File: src/rtl/alu_pkg.sv
// alu_mc shared definitions: opcodes, FSM state, multicycle decode.
// No ports; imported by alu_mc and alu_mc_iter.
package alu_pkg;

  localparam logic [4:0] OP_ADD  = 5'd0;
  localparam logic [4:0] OP_ADC  = 5'd1;
  localparam logic [4:0] OP_SUB  = 5'd2;
  localparam logic [4:0] OP_AND  = 5'd3;
  localparam logic [4:0] OP_OR   = 5'd4;
  localparam logic [4:0] OP_XOR  = 5'd5;
  localparam logic [4:0] OP_NOT  = 5'd6;
  localparam logic [4:0] OP_INC  = 5'd7;
  localparam logic [4:0] OP_DEC  = 5'd8;
  localparam logic [4:0] OP_RL   = 5'd9;
  localparam logic [4:0] OP_RR   = 5'd10;
  localparam logic [4:0] OP_RLC  = 5'd11;
  localparam logic [4:0] OP_RRC  = 5'd12;
  localparam logic [4:0] OP_SWAP = 5'd13;
  localparam logic [4:0] OP_MUL  = 5'd14;
  localparam logic [4:0] OP_DIV  = 5'd15;

  typedef enum logic {
    IDLE,
    BUSY
  } state_t;

  function automatic logic is_multicycle(input logic [4:0] op);
    return (op == OP_MUL) || (op == OP_DIV);
  endfunction

endpackage

File: src/rtl/alu_mc_iter.sv
// W-step shift-add multiply / restoring divide datapath.
// Ports: i_start loads operands (i_div selects divide); o_done marks the
// last step, o_lo/o_hi are that step's results, o_dz flags a zero divisor.
import alu_pkg::*;

module alu_mc_iter #(
  parameter int W = 8
) (
  input  logic         clk,
  input  logic         rst,
  input  logic         i_start,
  input  logic         i_div,
  input  logic [W-1:0] i_a,
  input  logic [W-1:0] i_b,
  output logic         o_done,
  output logic         o_div,
  output logic         o_dz,
  output logic [W-1:0] o_lo,
  output logic [W-1:0] o_hi
);

  localparam int CW = $clog2(W + 1);
  localparam logic [CW-1:0] CNT_W = CW'(W);

  logic [W-1:0]  r_acc;
  logic [W-1:0]  r_q;
  logic [W-1:0]  r_m;
  logic [CW-1:0] r_cnt;
  logic          r_div;

  logic [W:0]   w_msum;
  logic [W:0]   w_rsh;
  logic         w_ge;
  logic [W-1:0] w_rdif;
  logic [W-1:0] w_acc_nxt;
  logic [W-1:0] w_q_nxt;

  // mul: {acc,q} holds partial product, multiplier bits leave from q[0].
  // div: {acc,q} shifts left, remainder in acc, quotient bits enter q[0].
  assign w_msum = {1'b0, r_acc} + {1'b0, r_m};
  assign w_rsh  = {r_acc, r_q[W-1]};
  assign w_ge   = w_rsh >= {1'b0, r_m};
  // difference is < r_m whenever used, so the low W bits suffice
  assign w_rdif = w_rsh[W-1:0] - r_m;

  always_comb begin
    w_acc_nxt = r_acc;
    w_q_nxt   = r_q;
    if (r_div) begin
      w_acc_nxt = w_ge ? w_rdif : w_rsh[W-1:0];
      w_q_nxt   = {r_q[W-2:0], w_ge};
    end else if (r_q[0]) begin
      w_acc_nxt = w_msum[W:1];
      w_q_nxt   = {w_msum[0], r_q[W-1:1]};
    end else begin
      w_acc_nxt = {1'b0, r_acc[W-1:1]};
      w_q_nxt   = {r_acc[0], r_q[W-1:1]};
    end
  end

  assign o_done = (r_cnt == CW'(1));
  assign o_div  = r_div;
  assign o_dz   = (r_m == '0);
  assign o_lo   = w_q_nxt;
  assign o_hi   = w_acc_nxt;

  always_ff @(posedge clk or posedge rst) begin
    if (rst) begin
      r_acc <= '0;
      r_q   <= '0;
      r_m   <= '0;
      r_cnt <= '0;
      r_div <= 1'b0;
    end else if (i_start) begin
      r_acc <= '0;
      r_q   <= i_a;
      r_m   <= i_b;
      r_cnt <= CNT_W;
      r_div <= i_div;
    end else if (r_cnt != '0) begin
      r_acc <= w_acc_nxt;
      r_q   <= w_q_nxt;
      r_cnt <= r_cnt - CW'(1);
    end
  end

endmodule

File: src/rtl/alu_mc.sv
// W-bit multicycle ALU: single-cycle logic/arith, iterative MUL/DIV.
// Ports: in_valid/in_ready accept, op/op1/op2/cpu_carry request,
// out_valid pulse with registered result_l/result_h and carry/zero/sign.
import alu_pkg::*;

module alu_mc #(
  parameter int W = 8
) (
  input  logic         clk,
  input  logic         rst,
  input  logic         in_valid,
  output logic         in_ready,
  input  logic [4:0]   op,
  input  logic [W-1:0] op1,
  input  logic [W-1:0] op2,
  input  logic         cpu_carry,
  output logic         out_valid,
  output logic [W-1:0] result_l,
  output logic [W-1:0] result_h,
  output logic         carry,
  output logic         zero,
  output logic         sign
);

  state_t r_state;

  logic         w_acc;
  logic         w_multi;
  logic         w_start;
  logic         w_done;
  logic         w_div;
  logic         w_dz;
  logic [W-1:0] w_ilo;
  logic [W-1:0] w_ihi;
  logic [W:0]   w_sum;
  logic [W-1:0] w_res;
  logic         w_c;
  logic         w_z;
  logic         w_s;
  logic         w_legal;

  assign in_ready = (r_state == IDLE);
  assign w_acc    = in_valid && in_ready;
  assign w_multi  = is_multicycle(op);
  assign w_start  = w_acc && w_multi;

  // ADD and ADC share one adder; carry-in only for ADC
  assign w_sum = {1'b0, op1} + {1'b0, op2}
               + {{W{1'b0}}, (op == OP_ADC) && cpu_carry};

  always_comb begin
    w_res   = '0;
    w_c     = 1'b0;
    w_s     = 1'b0;
    w_legal = 1'b1;
    unique case (op)
      OP_ADD, OP_ADC: {w_c, w_res} = w_sum;
      OP_SUB: begin
        w_s   = op1 < op2;
        w_res = w_s ? op2 - op1 : op1 - op2;
      end
      OP_AND: w_res = op1 & op2;
      OP_OR:  w_res = op1 | op2;
      OP_XOR: w_res = op1 ^ op2;
      OP_NOT: w_res = ~op1;
      OP_INC: begin
        w_res = op1 + W'(1);
        w_c   = &op1;
      end
      OP_DEC: begin
        w_res = op1 - W'(1);
        w_s   = ~|op1;
      end
      OP_RL:  w_res = {op1[W-2:0], op1[W-1]};
      OP_RR:  w_res = {op1[0], op1[W-1:1]};
      OP_RLC: begin
        w_res = {op1[W-2:0], cpu_carry};
        w_c   = op1[W-1];
      end
      OP_RRC: begin
        w_res = {cpu_carry, op1[W-1:1]};
        w_c   = op1[0];
      end
      OP_SWAP: w_res = {op1[W/2-1:0], op1[W-1:W/2]};
      default: w_legal = 1'b0;
    endcase
    w_z = w_legal && (w_res == '0);
  end

  alu_mc_iter #(.W(W)) u_iter (
    .clk     (clk),
    .rst     (rst),
    .i_start (w_start),
    .i_div   (op == OP_DIV),
    .i_a     (op1),
    .i_b     (op2),
    .o_done  (w_done),
    .o_div   (w_div),
    .o_dz    (w_dz),
    .o_lo    (w_ilo),
    .o_hi    (w_ihi)
  );

  always_ff @(posedge clk or posedge rst) begin
    if (rst) begin
      r_state   <= IDLE;
      out_valid <= 1'b0;
      result_l  <= '0;
      result_h  <= '0;
      carry     <= 1'b0;
      zero      <= 1'b0;
      sign      <= 1'b0;
    end else begin
      out_valid <= 1'b0;
      unique case (r_state)
        IDLE: begin
          if (w_acc) begin
            if (w_multi) begin
              r_state <= BUSY;
            end else begin
              result_l  <= w_res;
              result_h  <= '0;
              carry     <= w_c;
              zero      <= w_z;
              sign      <= w_s;
              out_valid <= 1'b1;
            end
          end
        end
        BUSY: begin
          if (w_done) begin
            r_state   <= IDLE;
            out_valid <= 1'b1;
            result_l  <= w_ilo;
            result_h  <= w_ihi;
            sign      <= 1'b0;
            if (w_div) begin
              carry <= w_dz;
              zero  <= (w_ilo == '0);
            end else begin
              carry <= |w_ihi;
              zero  <= ~|{w_ihi, w_ilo};
            end
          end
        end
        default: r_state <= IDLE;
      endcase
    end
  end

endmodule

File: config.mk
export PLATFORM = sky130hd
export DESIGN_NAME = alu_mc
export DESIGN_NICKNAME = d
export VERILOG_FILES = /design/src/rtl/alu_pkg.sv /design/src/rtl/alu_mc_iter.sv /design/src/rtl/alu_mc.sv
export SDC_FILE = /design/constraint.sdc
export NUM_CORES = 1
export LEC_CHECK = 0
export CAP_MARGIN = 20
export CORE_MARGIN = 5
export CORE_UTILIZATION = 35
export DETAILED_ROUTE_END_ITERATION = 16
export PLACE_DENSITY = 0.55
export SLEW_MARGIN = 40
export SYNTH_ARGS = -nofsm -noshare
export SYNTH_HDL_FRONTEND = slang
export SYNTH_SLANG_ARGS = --single-unit
File: constraint.sdc
create_clock -name clk -period 2.9 [get_ports clk]
set_input_delay 0.29 -clock clk [delete_from_list [all_inputs] [get_ports clk]]
set_output_delay 0.29 -clock clk [all_outputs]
set_load 0.01 [all_outputs]
Yosys cells after proc, flatten, opt, wreduce, memory -nomap -nowiden

Index checks and enable logic that the tools add are counted.

Eq/ne operators: 19
Muxes and demuxes: 46
$lt $le $gt $ge: 2
Bitwise gates (word level): 5
Add/sub/neg operators: 9
Shift-type cells: 0
Reduce and logical (&&, ||, !) cells: 20
Div/mod/pow operators: 0
Multiply operators: 0

Operator list:

| cell                | count |
|---|---|
| $mux 8              | 16 |
| $pmux 8 s13         | 1 |
| $eq 5x4->1 const B  | 8 |
| $pmux 8 s2          | 2 |
| $logic_not 8->1     | 3 |
| $sub 8x8->8         | 3 |
| $eq 5x3->1 const B  | 4 |
| $add 8x8->9         | 2 |
| $mux 1              | 18 |
| $reduce_or 16->1    | 1 |
| $reduce_or 8->1     | 2 |
| $reduce_or 14->1    | 1 |
| $pmux 1 s2          | 6 |
| $eq 5x2->1 const B  | 2 |
| $add 9x1->9         | 1 |
| $ge 9x8->1          | 1 |
| $add 8x1->8 const B | 1 |
| $and 8x8->8         | 1 |
| $lt 8x8->1          | 1 |
| $mux 4              | 2 |
| $not 8->8           | 1 |
| $or 8x8->8          | 1 |
| $reduce_and 8->1    | 1 |
| $sub 8x1->8 const B | 1 |
| 16 further kinds    | 21 |

Bits in latches: 0
Bits in read-only memories: 0
Input port bits: 25
Memories: 0
RAM bits: 0
Register bits after elaboration: 50

Longest topological paths before layout

Gate-level depths: netlist of run 1.

Word-level depth: 9
Gate-level depth with buffers: 14
Mapped depth without buffers: 13

Cells and area by module

Synthesis of run 1 repeated with hierarchy kept, for this count alone.

Cells, all modules: 678
Area total of the unflattened synthesis: 5,585.4 um2

Modules (own cells, without submodules):

| module      | seq. area each (um2) | instances | area each (um2) | cells each |
|---|---|---|---|---|
| alu_mc      | 525.5                | 1         | 3,251.9         | 414 |
| alu_mc_iter | 725.7                | 1         | 2,333.5         | 264 |

Worst setup path after synthesis of run 1

Ideal clock, no wire load.

Path kind: input -> register
From: in op[2]
To: reg zero
Library setup time: 0.126 ns
Arrival: 3.234 ns
Required time: 2.774 ns
Path buffers: 1
Cell stages on the path: 14
Setup slack: -0.460 ns
Cell sequence: buf_2 nor2_1 nand3b_1 nor2_1 ha_1 a211oi_1 o21bai_1 a2111oi_0 nor3_1 xnor2_1 mux2_2 o22ai_1 inv_1 a221o_1

Longest elaborated chain between the ends: 9
Elaborated cells on any way between the ends: 30
Classes of those cells: 1 x add/sub; 16 x eq/ne; 5 x mux; 8 x reduce/logical

Ends and longest elaborated chain:

| element              | line                       | RTL |
|---|---|---|
| start, declared      | alu_mc.sv:13               | `input logic [4:0] op,` |
| $eq 5x1->1           | alu_mc.sv:49, alu_mc.sv:56 |  |
| $logic_and 1x1->1    | alu_mc.sv:49               | `+ {{W{1'b0}}, (op == OP_ADC) && cpu_carry};` |
| $add 9x1->9          | alu_mc.sv:49               |  |
| $pmux 8 s13          | alu_mc.sv:56               | `unique case (op)` |
| $logic_not 8->1      | alu_mc.sv:87               | `w_z = w_legal && (w_res == '0);` |
| $logic_and 1x1->1    | alu_mc.sv:87               |  |
| $mux 1               | alu_mc.sv:118              | `if (w_multi) begin` |
| $mux 1               | alu_mc.sv:117              | `if (w_acc) begin` |
| $pmux 1 s2           | alu_mc.sv:115              | `unique case (r_state)` |
| end signal, assigned | alu_mc.sv:124              | `zero <= w_z;` |
| end signal, assigned | alu_mc.sv:139              | `zero <= (w_ilo == '0);` |
| end signal, assigned | alu_mc.sv:142              | `zero <= ~\|{w_ihi, w_ilo};` |
| end, declared        | alu_mc.sv:21               | `output logic zero,` |

Several ways; a longest one is shown, not always the timed one. The select of a mux whose other input is x is not followed.
A chain may end at the register's enable or synchronous reset.

Worst setup path in the final report of run 1

From: reg u_iter.r_m[1]
To: reg carry

Longest elaborated chain between the ends: 7
Elaborated cells on any way between the ends: 11
Classes of those cells: 2 x add/sub; 1 x order compare; 6 x mux; 2 x reduce/logical

Ends and longest elaborated chain:

| element                             | line                                 | RTL |
|---|---|---|
| start, declared                     | alu_mc_iter.sv:27                    | `logic [W-1:0] r_m;` |
| start signal, assigned              | alu_mc_iter.sv:77                    | `r_m <= i_b;` |
| $add 8x8->9 (tied with other cells) | alu_mc_iter.sv:40                    | `assign w_msum = {1'b0, r_acc} + {1'b0, r_m};` |
| $mux 8 (on tied branches)           | alu_mc_iter.sv:52, alu_mc_iter.sv:50 |  |
| $mux 8                              | alu_mc_iter.sv:49                    | `if (r_div) begin` |
| $reduce_or 8->1                     | alu_mc.sv:141                        | `carry <= \|w_ihi;` |
| $mux 1 (*)                          | alu_mc.sv:137                        | `if (w_div) begin` |
| $mux 1 (*)                          | alu_mc.sv:131                        | `if (w_done) begin` |
| $pmux 1 s2 (*)                      | alu_mc.sv:115                        |  |
| end signal, assigned                | alu_mc.sv:123                        | `carry <= w_c;` |
| end signal, assigned                | alu_mc.sv:138                        | `carry <= w_dz;` |
| end signal, assigned                | alu_mc.sv:141                        |  |
| end, declared                       | alu_mc.sv:20                         | `output logic carry,` |

Every way passes the cells marked *; elsewhere a longest branch is shown, timed or not. The select of a mux whose other input is x is not followed.

==> results.cfg, run 1 <==
[detailed_routing]
routed_wl_um = 19200
drcViolationCount = 0
drtIter0Drc = 476
dr.pass1.iters = 5
drt-vias-per-instance = 5.73
num_vias = 5968
wl_per_cell_um = 18.4
ant_nets = 0

[die]
ios = 46
core-area_um2 = 15200
initial_core_util = 0.358
die_area_um2 = 18100
dieWidth_um = 135
row_count = 45
die_h_um = 135

[timing]
fin_crit_ps = 2940
setup_violations = 2
max_slew_margin = 0.482
rsz0062_at_grt = yes
timing.final.ws_setup_ps = -35.6
tns_ps = -45.2
hold_violations = 0
finClkSkew_ps = 2.83
slew_violations = 0
tightest_slew_ps = 775
whs_ps = 231
clock.fmax_mhz = 341
fin_crit_sh = 1.01

[grt]
met2_usage = 0.350
grt.overflow.total = 0
track_usage = 0.210
antenna_found_initial = 0
met1_usage = 0.272
grt_pass1_vias = 5972
grt_pass1_wl_um = 30800
met3_usage = 0.0384
grt_max_degree = 41
busiest_layer = met2

[critical_path]
crit_chain = ha_1 -> a21oi_2 -> o211ai_1 -> or3_1 -> a311oi_2 -> a31oi_1 -> nor4b_2 -> a31oi_2 -> a311oi_2 -> buf_4 -> a21oi_2
worstSetupPathType = reg -> reg
critPathCaptureType = flop
max_stage_delay_ps = 400
crit_start = u_iter.r_m[1]
cp.arrival_ps = 3120
critPathRequiredTime_ps = 3080
critPathLaunchType = flop
r2r-start = u_iter.r_m[1]
cp_slowest_cell = dfrtp_1
path_max_fanout = 3

[clock_tree]
hold_buffers = 0
cts_root_buf = clkbuf_16
worstSkewPairLatency_ps = 300
cts_buffers = 5
cts.sinks = 50
htreeDepth = 2
cts_tree = done
clk_path_buf_depth = 2
cts.clk_slew.worst_paths_ps = 70

[yosys]
netlist.area_leader.share = 0.230
synthTopCellsByCount = nor2_1 (58), ha_1 (56), nand2_1 (53), dfrtp_1 (50), o21ai_0 (46)
synthArstFlopShare = 1.00
ys_seq_area_frac = 0.230
syn-cell-area_um2 = 5440
synth_ff_type = dfrtp_1
synthTopCellsByArea = dfrtp_1 (23%), ha_1 (13%), o21ai_0 (4.2%), a21oi_1 (4.0%), nor2_1 (4.0%)
ys_ff_latch = 50
avgSynthCellArea_um2 = 8.11
synth_fp_nets = 759
yosysMostFrequentCell = nor2_1
synth_largest_area_cell = dfrtp_1
yosysWarnings = 0
synth_edf_count = 0
netlist_instances = 671
ys_types = 79

[place]
place_inst = 1023
dp_worst_setup_slack_ps = -725
port_buffers = 45
routabilityCongestion = 0.943
dpl.hpwl_um = 15200

[layout]
multiInputGateArea_um2 = 4200
fillers = 1440
final_cells = 1042
nNetsFinal = 941
diodes = 0
drive_above_1_share = 0.326
area_growth_pct = 42.4
register_area_um2 = 1250

[status]
violations = negative setup slack
outcome = finished, violations left

[power]
power.density_nw_per_um2 = 844
worst_ir_drop_vdd_uv = 408
leakage_nw = 3.48
finalPower_mw = 6.54

[worst_hold_path]
hp-class = in -> async

[run]
drv_cap = 0
-- layer usage --
| layer | wire (µm) | vias up |
|---|---|---|
| met4 | 677 | 0 |
| met3 | 1140 | 59 |
| li1 | - | 2822 |
| met2 | 8870 | 219 |
| met5 | 0 | - |
| met1 | 8500 | 2868 |
-- cell usage in the layout, fill, tap and decap left out, types with 15 or more instances in the layout --
cell type        synthesis  final
a21oi_1                 44     35
buf_4                    1    167
clkdlybuf4s50_1          0     25
dfrtp_1                 50     50
ha_1                    56     41
inv_1                   42     27
mux2i_1                 17     16
nand2_1                 53     53
nand3_1                 29     28
nor2_1                  58     56
nor3_1                  18     15
o21ai_0                 46     44
-- where the power goes --
group / switching (mW) / internal [mW]
registers: 0.277 / 0.996
clock network: 0.279 / 0.323
logic: 2.39 / 2.28
total: 2.94 / 3.60
-- worst paths after layout --
path,endpoint,slack (ps),depth (start not counted)
worst max-delay path,carry,-40,11
worst min-delay path,u_iter.r_cnt[2],230,2
worst max register to register,carry,-40,11
worst min register to register,result_h[5],500,2
max in group asynchronous,u_iter.r_m[6],1900,3
min in group clk,u_iter.r_m[7],390,4
-- layout make-up --
| cell class | count | area share |
|---|---|---|
| clock buffers | 5 | 0.0162 |
| clock inverters | 3 | 0.00307 |
| well taps | 188 | 0.0304 |
| multi-input cells | 539 | 0.542 |
| repair buffers | 214 | 0.224 |
| inverters | 43 | 0.0223 |
| flip-flops and latches | 50 | 0.162 |
-- repair_timing --
| item | CTS | global route |
|---|---|---|
| setup endpoints to repair | 8 | 8 |
| gates resized for setup | 74 | 42 |
| gates cloned | 0 | 0 |
| buffers inserted | 4 | 7 |
| pin swaps | 31 | 36 |
-- registers in the layout, indices dropped and copies added (netlist names) --
| register | count |
|---|---|
| carry | 1 |
| u_iter.r_acc | 8 |
| u_iter.r_m | 8 |
| result_h | 8 |
| u_iter.r_cnt | 4 |
| u_iter.o_div | 1 |
| sign | 1 |
| zero | 1 |
| r_state | 1 |
| out_valid | 1 |
| result_l | 8 |
| u_iter.r_q | 8 |
-- worst max-delay path, delay by kind of cell (launching register included) --
kind | cells | cell delay [ps]
simple gates | 2 | 700
compound gates | 7 | 1250
flops | 1 | 400
buf+inv | 1 | 160
fa+ha+maj | 1 | 310
-- per-stage QoR --
stage / cell area (µm²) / util
after floorplan: 5560 / -
after global placement: 7260 / 0.477
after detailed placement: 7260 / 0.477
after CTS: 7590 / 0.499
after global routing: 7750 / 0.510
final: 7750 / 0.510
-- logic make-up after synthesis --
group           share of synthesized area
compound gates                      0.264
flops                               0.230
simple gates                        0.213
xor+xnor                           0.0338
fa+ha+maj                           0.155
mux                                0.0465
buf+inv                            0.0591
Note: power is estimated with default switching activity, not from simulation.
==> inputs of run 2 (changes only) <==
Settings changed: PLACE_DENSITY 0.55 to 0.53.
Clock period 2.9 ns to 3.4 ns, I/O delays scaled along.
==> results.cfg, run 2 (synthesis results as in run 1) <==
[status]
outcome = completed

[detailed_routing]
num_vias = 5582
dr.pass1.iters = 5
routed_wl_um = 17900
wl_per_cell_um = 18.8
drtIter0Drc = 475
drt-vias-per-instance = 5.86
drcViolationCount = 0
ant_nets = 0

[die]
initial_core_util = 0.358
die_h_um = 135
row_count = 45
core-area_um2 = 15200
dieWidth_um = 135
ios = 46
die_area_um2 = 18100

[critical_path]
r2r_end = zero
critPathLaunchType = input port
worstSetupPathType = in -> reg
cp.arrival_ps = 3490
critPathRequiredTime_ps = 3640
critPathCaptureType = flop
r2r_slack_ps = 210
path_max_fanout = 8
r2r-start = u_iter.r_m[0]
rr_worst_depth = 11

[place]
place_area_um2 = 6560
place_inst = 943
dpl.hpwl_um = 14000
port_buffers = 45
routabilityCongestion = 0.940

[power]
finalPower_mw = 4.79
power.density_nw_per_um2 = 706
leakage_nw = 3.03
worst_ir_drop_vdd_uv = 294

[clock_tree]
cts_root_buf = clkbuf_16
worstSkewPairLatency_ps = 300
cts.clk_slew.worst_paths_ps = 80
cts_tree = done
htreeDepth = 2
cts.sinks = 50
hold_buffers = 0
cts_buffers = 5
clk_path_buf_depth = 2

[layout]
final_cells = 952
stdcell_area_um2 = 6790
drive_above_1_share = 0.164
layout_commonest_cell = buf_4
diodes = 0
nNetsFinal = 851
layout_common_cells = buf_4 (77), nor2_1 (56), ha_1 (56), nand2_1 (53), dfrtp_1 (50)
fin_util = 0.447
area_growth_pct = 24.8

[timing]
tns_ps = 0
finClkSkew_ps = 6.77
rsz0062_at_grt = no
hold_violations = 0
fin_crit_ps = 3250
clock.fmax_mhz = 307
tightest_slew_ps = 765
fin_crit_sh = 0.957
slew_violations = 0
max_slew_margin = 0.488
setup_violations = 0

[grt]
track_usage = 0.195
grt_pass1_wl_um = 28600
grt_max_degree = 51
antenna_found_initial = 0
grt_pass1_vias = 5314
grt.overflow.total = 0

[run]
drv_cap = 0

[worst_hold_path]
hp-class = in -> async
-- run 2: cell types whose count changed in the layout (fill, tap and decap cells not counted), sizes merged --
| cell | change |
|---|---|
| buf | -97 |
| clkdlybuf4s50 | +14 |
| clkinv | +2 |
| clkinvlp | -3 |
| dlygate4sd2 | -8 |
| dlymetal6s2s | +1 |
| inv | +1 |
-- run 2: worst max path at each step --
| stage | to | start |
|---|---|---|
| after floorplan | zero | op[2] |
| after global placement | zero | op[0] |
| after detailed placement | zero | op[0] |
| after CTS | zero | op[1] |
| after global routing | zero | op1[0] |
| final | zero | op1[7] |
-- run 2: what timing repair did --
action | 4_1_cts | 5_1_grt
gates resized for setup | 3 | 16
setup buffers | 1 | 0
endpoints found under the setup margin | 1 | 5
pin swaps | 2 | 11
-- run 2: report_power, final --
group	total [mW]	switching [mW]	internal [mW]
clock	0.529	0.247	0.282
combinational	3.12	1.72	1.41
sequential	1.14	0.294	0.848
total	4.79	2.26	2.54
-- run 2: metrics by stage --
| step | hold slack (ps) | setup slack [ps] |
|---|---|---|
| 3_3_place_gp | 485 | -264 |
| 3_5_place_dp | 488 | -368 |
| 2_1_floorplan | 457 | 107 |
| 6_report | 492 | 147 |
| 5_1_grt | 525 | 40.0 |
| 4_1_cts | 507 | 9.82 |
-- run 2: final cells by class --
type,instances,area [µm²]
Tap cell,188,235
Timing Repair Buffer,124,1070
Fill cell,1513,8410
Clock inverter,3,28.8
Inverter,43,164
Sequential cell,50,1250
Multi-Input combinational cell,539,3920
Clock buffer,5,125
-- run 2: worst max-delay path, cell delays in order --
cell,delay [ps]
clkdlybuf4s50_1,470
inv_1,90
ha_1,410
nor4_4,390
o31ai_4,150
nand3_4,170
mux2_2,360
o21ai_2,120
mux2_1,350
a21oi_1,270
and4bb_1,230
a221o_1,140
-- run 2: layer usage --
metal  global-route usage  vias up  wire length (µm)
met5                    0        -                 0
met4               0.0543        0               392
met3               0.0164       26               982
met2                0.335      215              8610
met1                0.264     2698              7910
li1                     -     2643                 -
